[src/rtl/neuron_alu_engine.sv]
// neuron_alu_engine
// Arithmetic responder for the neuron control engine. Executes multiply/
// accumulate (MUL_START), bias-add + activation (BIAS_ADD_START) and returns
// one-cycle ADD_DONE / ACT_DONE pulses. Signed fixed-point datapath, Q(WIDTH-
// FRAC_BITS).FRAC_BITS; the multiply is a WIDTH-cycle shift-add.
//
// Ports:
//   CLK, RST                    clock (rising edge), synchronous active-high reset
//   MUL_START                   one-cycle MAC command, samples A, B, ACC_MUX
//   MUL_VALUE_A_IN/_B_IN        signed operands
//   ACC_MUX                     0 = fresh sum, 1 = accumulate onto ACC
//   ADD_DONE                    one-cycle pulse, ACC updated on the same edge
//   BIAS_ADD_START, BIAS        one-cycle bias+activation command and bias value
//   ACT_DONE                    one-cycle pulse, VALUE_OUT updated on the same edge
//   VALUE_OUT                   activated output, held between ACT_DONE pulses
//   BUSY                        high while a command executes
//   PROTO_ERR                   sticky protocol-error flag, cleared by RST only
//   STATE_DBG, ACC_DBG          debug view of FSM state and accumulator
//
// Command handshake: a command is a single-cycle pulse that is accepted only
// when BUSY is low (state IDLE). BUSY drops on the same edge a done pulse is
// raised, so a new command driven during the done cycle is accepted. A command
// seen while BUSY is high, or both commands in the same IDLE cycle, sets
// PROTO_ERR; the busy-time command is discarded and MUL_START wins a tie.
module neuron_alu_engine #(
  parameter int WIDTH     = 8,
  parameter int FRAC_BITS = 5,
  parameter int ACT_MODE  = 0
) (
  input  logic             CLK,
  input  logic             RST,
  input  logic             MUL_START,
  input  logic [WIDTH-1:0] MUL_VALUE_A_IN,
  input  logic [WIDTH-1:0] MUL_VALUE_B_IN,
  input  logic             ACC_MUX,
  output logic             ADD_DONE,
  input  logic             BIAS_ADD_START,
  input  logic [WIDTH-1:0] BIAS,
  output logic             ACT_DONE,
  output logic [WIDTH-1:0] VALUE_OUT,
  output logic             BUSY,
  output logic             PROTO_ERR,
  output logic [2:0]       STATE_DBG,
  output logic [WIDTH-1:0] ACC_DBG
);

  typedef enum logic [2:0] {
    S_IDLE = 3'd0,
    S_MUL  = 3'd1,
    S_ADD  = 3'd2,
    S_BIAS = 3'd3,
    S_ACT  = 3'd4
  } state_t;

  localparam int PW = 2*WIDTH + 2;           // product register width
  localparam int CW = $clog2(WIDTH + 1);     // step counter width

  // Saturation bounds at the wide (PW+1) sum width.
  localparam logic signed [PW:0] MAX_W = {{(PW+2-WIDTH){1'b0}}, {(WIDTH-1){1'b1}}};
  localparam logic signed [PW:0] MIN_W = {{(PW+2-WIDTH){1'b1}}, {(WIDTH-1){1'b0}}};

  // +1.0 and -1.0 in the fixed-point format (assumes FRAC_BITS <= WIDTH-2).
  localparam logic signed [WIDTH-1:0] ONE     = {{(WIDTH-1-FRAC_BITS){1'b0}}, 1'b1, {FRAC_BITS{1'b0}}};
  localparam logic signed [WIDTH-1:0] NEG_ONE = -ONE;

  state_t                  state;
  logic signed [WIDTH-1:0] acc;
  logic [WIDTH-1:0]        value_out;
  logic                    add_done_q;
  logic                    act_done_q;
  logic                    busy_q;
  logic                    proto_err_q;
  logic                    acc_mux_q;
  logic                    sign_q;
  logic [PW-1:0]           mcand;
  logic [WIDTH:0]          mplr;
  logic [PW-1:0]           prod;
  logic [CW-1:0]           cnt;
  logic [WIDTH-1:0]        bias_q;

  // Magnitude with one extra bit so that -2^(WIDTH-1) maps to +2^(WIDTH-1).
  function automatic logic [WIDTH:0] mag(input logic [WIDTH-1:0] v);
    logic [WIDTH:0] ext;
    ext = {v[WIDTH-1], v};
    return v[WIDTH-1] ? -ext : ext;
  endfunction

  function automatic logic [WIDTH-1:0] sat(input logic signed [PW:0] v);
    if (v > MAX_W)      return MAX_W[WIDTH-1:0];
    else if (v < MIN_W) return MIN_W[WIDTH-1:0];
    else                return v[WIDTH-1:0];
  endfunction

  logic [WIDTH:0]          mag_a;
  logic [WIDTH:0]          mag_b;
  logic signed [PW-1:0]    prod_s;
  logic signed [PW-1:0]    prod_sh;
  logic signed [PW:0]      add_sum;
  logic signed [PW:0]      bias_sum;
  logic [WIDTH-1:0]        act_val;

  always_comb begin
    mag_a   = mag(MUL_VALUE_A_IN);
    mag_b   = mag(MUL_VALUE_B_IN);
    prod_s  = sign_q ? -$signed(prod) : $signed(prod);
    // Arithmetic shift gives floor rounding for negative products.
    prod_sh = prod_s >>> FRAC_BITS;
    add_sum = $signed({prod_sh[PW-1], prod_sh}) +
              (acc_mux_q ? $signed({{(PW+1-WIDTH){acc[WIDTH-1]}}, acc}) : '0);
    bias_sum = $signed({{(PW+1-WIDTH){acc[WIDTH-1]}}, acc}) +
               $signed({{(PW+1-WIDTH){bias_q[WIDTH-1]}}, bias_q});
    act_val = acc;
    if (ACT_MODE == 0) begin
      if (acc[WIDTH-1]) act_val = '0;
    end else begin
      if (acc > ONE)          act_val = ONE;
      else if (acc < NEG_ONE) act_val = NEG_ONE;
    end
  end

  always_ff @(posedge CLK) begin
    if (RST) begin
      state       <= S_IDLE;
      acc         <= '0;
      value_out   <= '0;
      add_done_q  <= 1'b0;
      act_done_q  <= 1'b0;
      busy_q      <= 1'b0;
      proto_err_q <= 1'b0;
      acc_mux_q   <= 1'b0;
      sign_q      <= 1'b0;
      mcand       <= '0;
      mplr        <= '0;
      prod        <= '0;
      cnt         <= '0;
      bias_q      <= '0;
    end else begin
      add_done_q <= 1'b0;
      act_done_q <= 1'b0;
      if (state != S_IDLE && (MUL_START || BIAS_ADD_START))
        proto_err_q <= 1'b1;
      case (state)
        S_IDLE: begin
          if (MUL_START) begin
            acc_mux_q <= ACC_MUX;
            sign_q    <= MUL_VALUE_A_IN[WIDTH-1] ^ MUL_VALUE_B_IN[WIDTH-1];
            mcand     <= {{(PW-WIDTH-1){1'b0}}, mag_a};
            mplr      <= mag_b;
            prod      <= '0;
            cnt       <= '0;
            state     <= S_MUL;
            busy_q    <= 1'b1;
            if (BIAS_ADD_START) proto_err_q <= 1'b1;
          end else if (BIAS_ADD_START) begin
            bias_q <= BIAS;
            state  <= S_BIAS;
            busy_q <= 1'b1;
          end
        end
        S_MUL: begin
          if (mplr[0]) prod <= prod + mcand;
          mcand <= mcand << 1;
          mplr  <= mplr >> 1;
          cnt   <= cnt + 1'b1;
          if (cnt == CW'(WIDTH - 1)) state <= S_ADD;
        end
        S_ADD: begin
          acc        <= sat(add_sum);
          add_done_q <= 1'b1;
          state      <= S_IDLE;
          busy_q     <= 1'b0;
        end
        S_BIAS: begin
          acc   <= sat(bias_sum);
          state <= S_ACT;
        end
        S_ACT: begin
          value_out  <= act_val;
          act_done_q <= 1'b1;
          state      <= S_IDLE;
          busy_q     <= 1'b0;
        end
        default: begin
          state  <= S_IDLE;
          busy_q <= 1'b0;
        end
      endcase
    end
  end

  assign ADD_DONE  = add_done_q;
  assign ACT_DONE  = act_done_q;
  assign VALUE_OUT = value_out;
  assign BUSY      = busy_q;
  assign PROTO_ERR = proto_err_q;
  assign STATE_DBG = state;
  assign ACC_DBG   = acc;

endmodule

[config.mk]
export PLATFORM = sky130hd
export DESIGN_NAME = neuron_alu_engine
export DESIGN_NICKNAME = d
export VERILOG_FILES = /design/src/rtl/neuron_alu_engine.sv
export SDC_FILE = /design/constraint.sdc
export NUM_CORES = 1
export LEC_CHECK = 0
export ABC_CLOCK_PERIOD_IN_PS = 12800
export CORE_MARGIN = 5
export CORE_UTILIZATION = 45
export CTS_BUF_LIST = sky130_fd_sc_hd__clkbuf_8
export CTS_CLUSTER_SIZE = 16
export DETAILED_ROUTE_END_ITERATION = 7
export PLACE_DENSITY = 0.68
export SLEW_MARGIN = 0
export SYNTH_ARGS = -nofsm -noshare
export SYNTH_HDL_FRONTEND = slang
export SYNTH_SLANG_ARGS = --single-unit
[constraint.sdc]
create_clock -name CLK -period 12.8 [get_ports CLK]
set_clock_uncertainty 0.2 [all_clocks]
set_input_delay 2.56 -clock CLK [delete_from_list [all_inputs] [get_ports CLK]]
set_output_delay 2.56 -clock CLK [all_outputs]
set_load 0.01 [all_outputs]
# After elaboration in Yosys (flattened, before gate mapping)
# Index checks and enable logic that the tools add are counted.
dict set report word_totals {
  reg_bits 82
  inputBits 29
  out_inout_bits 23
}
dict set report classes {
  add_sub_neg 7
  magnitude_cmp 4
  eq_ne 9
  n_mux 32
  bitwise_logic 3
  n_reduce_logical 13
}
# op n
set ops {}
lappend ops {{$mux 18} 4}
lappend ops {{$pmux 18 s2} 2}
lappend ops {{$mux 8} 4}
lappend ops {{$mux 9} 3}
lappend ops {{$add 19x19->19} 1}
lappend ops {{$gt 19x8->1 const B} 1}
lappend ops {{$lt 19x8->1 const B} 1}
lappend ops {{$mux 19} 1}
lappend ops {{$add 18x18->18} 1}
lappend ops {{$neg 18->18} 1}
lappend ops {{$neg 9->9} 2}
lappend ops {{$pmux 9 s2} 1}
lappend ops {{$pmux 8 s2} 1}
lappend ops {{$add 8x8->9} 1}
lappend ops {{$gt 9x8->1 const B} 1}
lappend ops {{$lt 9x8->1 const B} 1}
lappend ops {{$mux 3} 3}
lappend ops {{$pmux 3 s3} 1}
lappend ops {{$mux 1} 8}
lappend ops {{$pmux 4 s2} 1}
lappend ops {{$reduce_and 2->1} 4}
lappend ops {{$mux 7} 1}
lappend ops {{$eq 3x2->1 const B} 2}
lappend ops {{$ne 2x2->1 const B} 3}
lappend ops {{other kinds (16)} 19}

# Longest topological paths before layout
dict set report depth {
  word_depth 7
  depth_mapped 16
  depth_no_buf 16
}

# Worst setup path before layout
# Ideal clock, no wire load.
dict set report synth_timing {
  path_kind {register -> register}
  startpoint {register prod[1]}
  endpoint {register acc[1], in the netlist ACC_DBG[1]}
  t_arrival_ns 5.029
  t_required_ns 12.509
  slack_ns 7.480
  path_stages_with_launch 17
  path_buffers 0
  synth_period_minus_slack_ns 5.320
  cell_sequence {dfxtp_1 or4_4 or3_4 or4_4 or3_4 or3_4 o21ai_0 xnor2_1 ha_1 and2_1 a221o_1 a21oi_1 o21ai_0 xnor2_1 o41ai_1 o211ai_1 a311oi_1}
}
dict set report synth_via {
  elab_chain_cells 7
  elab_cells_between_ends 8
}
# element line
set synth_lines {}
lappend synth_lines {{start: declaration} 77} ;# logic [PW-1:0] prod;
lappend synth_lines {{start signal: assignment} 161} ;# if (mplr[0]) prod <= prod + mcand;
lappend synth_lines {{$neg 18->18 (*)} 105} ;# prod_s = sign_q ? -$signed(prod) : $signed(prod);
lappend synth_lines {{$mux 18 (*)} 105}
lappend synth_lines {{$add 19x19->19 (*)} 108} ;# add_sum = $signed({prod_sh[PW-1], prod_sh}) +
lappend synth_lines {{$lt 19x8->1} 90} ;# else if (v < MIN_W) return MIN_W[WIDTH-1:0];
lappend synth_lines {{$mux 8} 90}
lappend synth_lines {{$mux 8 (*)} 89} ;# if (v > MAX_W) return MAX_W[WIDTH-1:0];
lappend synth_lines {{$pmux 8 s2 (*)} 142} ;# case (state)
lappend synth_lines {{end signal: assignment} 168} ;# acc <= sat(add_sum);
lappend synth_lines {{end signal: assignment} 174} ;# acc <= sat(bias_sum);
lappend synth_lines {{end: declaration} 67} ;# logic signed [WIDTH-1:0] acc;
# Every way passes the cells marked *; elsewhere a longest branch is shown, timed or not.
# A chain may end at the register's enable or synchronous reset.

# Final worst setup path
# Same ends and word-level chain as after synthesis.

==> impl_metrics.env <==
export IMPL_setup_viol=0
export IMPL_syn_nets=746
export IMPL_start_util_pct=45.4
export IMPL_worstMarginPinSlew_ns=1.17
export IMPL_fin_crit_ns=5.90
export IMPL_port_buffer_count=50
export IMPL_ir_drop_uv=49.1
export IMPL_drive_gt1_share_pct=5.05
export IMPL_arrival_ns=5.99
export IMPL_path_cells="or4_4 > or3_4 > or4_4 > or3_4 > or3_4 > o21ai_0 > xnor2_1 > ha_1 > and2_1 > a221o_1 > a21oi_1 > o21ai_0 > xnor2_1 > o41ai_1 > o211ai_1 > a311oi_1"
export IMPL_die_h_um=119
export IMPL_syn_area_per_cell_um2=8.01
export IMPL_drv_cap=0
export IMPL_crit_fanout=7
export IMPL_clock_sinks=81
export IMPL_antenna_found_initial=0
export IMPL_setup_ws_ns=6.90
export IMPL_crit_slowest_cell="o41ai_1"
export IMPL_critPathCaptureType="register"
export IMPL_wl_met2_um=6090
export IMPL_drt_iter0_drc=366
export IMPL_ctsRootBufferMaster="clkbuf_8"
export IMPL_cts_resized=0
export IMPL_final_nets=782
export IMPL_finalCritPeriodShare_pct=46.1
export IMPL_ys_dominant_reg_cell="dfxtp_1"
export IMPL_gp_congestion=0.852
export IMPL_top_level_ports=52
export IMPL_yosysTopAreaCellShare_pct=30.1
export IMPL_p_per_area_mw_per_mm2=90.3
export IMPL_cpMostUsedCell="or3_4"
export IMPL_crit_required_ns=12.89
export IMPL_crit_type="register to register"
export IMPL_routed_wl_um=13200
export IMPL_vias=4922
export IMPL_synthCells=672
export IMPL_yosysWarningCount=0
export IMPL_worstSetupStartpointType="register"
export IMPL_die_x_um=119
export IMPL_pre_cts_ws_ns=6.95
export IMPL_outcome="complete, no violations"
export IMPL_leakage_nw=2.56
export IMPL_dp_cells=844
export IMPL_hold_viol_final=0
export IMPL_yosys_area_top_type="dfxtp_1"
export IMPL_fin_cells=860
export IMPL_fmax_ghz=0.170
export IMPL_grt_overflow_total=0
export IMPL_worst_hold_path_type="register to register"
export IMPL_synth_area_leaders="dfxtp_1 (30%), ha_1 (9.8%), xnor2_1 (6.7%)"
export IMPL_ant_nets=0
export IMPL_dpl_instance_area_mm2=0.00599
export IMPL_synth_edf_count=0
export IMPL_fp_row_count=40
export IMPL_netlist_area_mm2=0.00539
export IMPL_cts_hold_buf=0
export IMPL_synth_distinct_cells=58
export IMPL_ff2ff_setup_slack_ns=6.90
export IMPL_postCtsSetupBuffers=0
export IMPL_slowest_delay_ns=1.00
export IMPL_via_per_inst=5.72
export IMPL_max_slew_margin_rel_pct=20.7
export IMPL_final_cell_area_mm2=0.00617
export IMPL_tns_ns=0
export IMPL_rsz0062_at_grt="false"
export IMPL_synth_yosys_seq_area_share_pct=30.1
export IMPL_topRoutingLayerUsed="met4"
export IMPL_area_delta_synth_final_pct=14.6
export IMPL_numCtsBuffers=9
export IMPL_grt_max_degree=75
export IMPL_synthArstFlopShare_pct=0
export IMPL_h_tree_depth=3
export IMPL_grt_pass1_vias=4929
export IMPL_wirelength_met1_um=6180
export IMPL_clockBufferDepth=2
export IMPL_cts_clk_slew_worst_paths_ns=0.09
export IMPL_hpwl_um=9730
export IMPL_core_mm2=0.0119
export IMPL_drcViolationCount=0
export IMPL_grt_util_all_layers_pct=19.3
export IMPL_grt_pass1_wl_um=23100
export IMPL_cts_tree="built"
export IMPL_slew_violations=0
export IMPL_synth_seq_cells=81
export IMPL_wl_per_cell_um=15.3
export IMPL_clkLatencyLatePin_ns=0.37
export IMPL_diodes=0
export IMPL_drt_pass1_iter_count=6
export IMPL_dr_wl_met3_um=594
export IMPL_dieArea_mm2=0.0143
[layout make-up]
cell class	count	area [um^2]
inverters	10	37.5
clock buffers	10	138
flip-flops and latches	81	1620
multi-input cells	552	3620
repair buffers	54	526
clock inverters	6	48.8
fillers	1107	5690
well taps	147	184
[flip-flops by register name, summed over array words and instances (netlist names)]
signal / count
ACC_DBG: 8
ACT_DONE: 1
ADD_DONE: 1
BUSY: 1
PROTO_ERR: 1
STATE_DBG: 3
VALUE_OUT: 7
acc_mux_q: 1
bias_q: 8
cnt: 4
mcand: 18
mplr: 9
prod: 18
sign_q: 1
[cell usage after synthesis, types with 5 or more instances]
library cell	n
or2_2	7
a31oi_1	9
o21a_1	5
a21o_1	20
o31ai_1	8
nand3_1	34
a21oi_1	70
nor2_1	64
a221oi_1	6
and2_1	15
a22oi_1	8
inv_1	10
or3_1	6
nand2_1	69
and3_1	5
ha_1	42
o21ai_0	32
xnor2_1	41
a211oi_1	6
o211ai_1	5
nor3_1	13
mux2i_1	10
dfxtp_1	81
a22o_1	7
nand2b_1	5
clkbuf_1	25
xor2_1	9
[path summary, 6_finish.rpt]
check                                          start                 endpoint  cells after the start
worst max-delay path            prod[1]$_SDFFE_PP0P_  ACC_DBG[1]$_SDFFE_PP0P_                     16
worst min-delay path            mplr[5]$_SDFFE_PP0P_     mplr[4]$_SDFFE_PP0P_                      2
worst max register to register  prod[1]$_SDFFE_PP0P_  ACC_DBG[1]$_SDFFE_PP0P_                     16
worst min register to register  mplr[5]$_SDFFE_PP0P_     mplr[4]$_SDFFE_PP0P_                      2
[where the power goes]
part	internal, mW	total [mW]	leakage, nW	switching, mW
Clock	0.0782	0.182	0.0976	0.103
Sequential	0.261	0.273	0.657	0.0110
Combinational	0.0440	0.103	1.81	0.0593
Total	0.384	0.557	2.56	0.174
[stage by stage]
step	power [mW]	util (%)	hold slack, ns
6_report	0.557	52.0	0.268
5_1_grt	0.587	52.0	0.294
4_1_cts	0.561	52.0	0.271
3_5_place_dp	0.381	50.5	0.248
3_3_place_gp	0.379	50.5	0.244
2_1_floorplan	0.347	-	0.232
[critical path, delay by kind of cell (launching register included)]
family / cells / cell delay, ns
AOI/OAI and AO/OA: 7 / 2.40
and+or+nand+nor: 6 / 2.22
DFF: 1 / 0.36
xor gates and xnor gates: 2 / 0.33
adders and majority gates: 1 / 0.32
[kinds of logic after synthesis]
family | after synthesis | synth area share (%)
AND/OR/NAND/NOR | 242 | 21.7
AO/OA/AOI/OAI | 203 | 24.3
flip-flops | 81 | 30.1
XOR/XNOR | 50 | 8.13
adder cells (fa/ha/maj) | 46 | 11.1
buffers and inverters | 39 | 2.79
multiplexers | 10 | 1.86
other | 1 | 0.0696
[layer usage]
| layer | GRT usage [%] | up-vias |
|---|---|---|
| li1 | - | 2520 |
| met1 | 26.2 | 2268 |
| met2 | 30.9 | 110 |
| met3 | 3.09 | 24 |
| met4 | 7.30 | 0 |
| met5 | 0 | - |
[placed cells by master (no fill, tap or decap), types with 20 or more instances in the layout]
cell type / n
dfxtp_1: 81
a21oi_1: 70
nand2_1: 69
nor2_1: 64
clkdlybuf4s50_1: 49
ha_1: 42
xnor2_1: 41
nand3_1: 34
o21ai_0: 32
a21o_1: 20
Power figures use the tool's default switching activity.
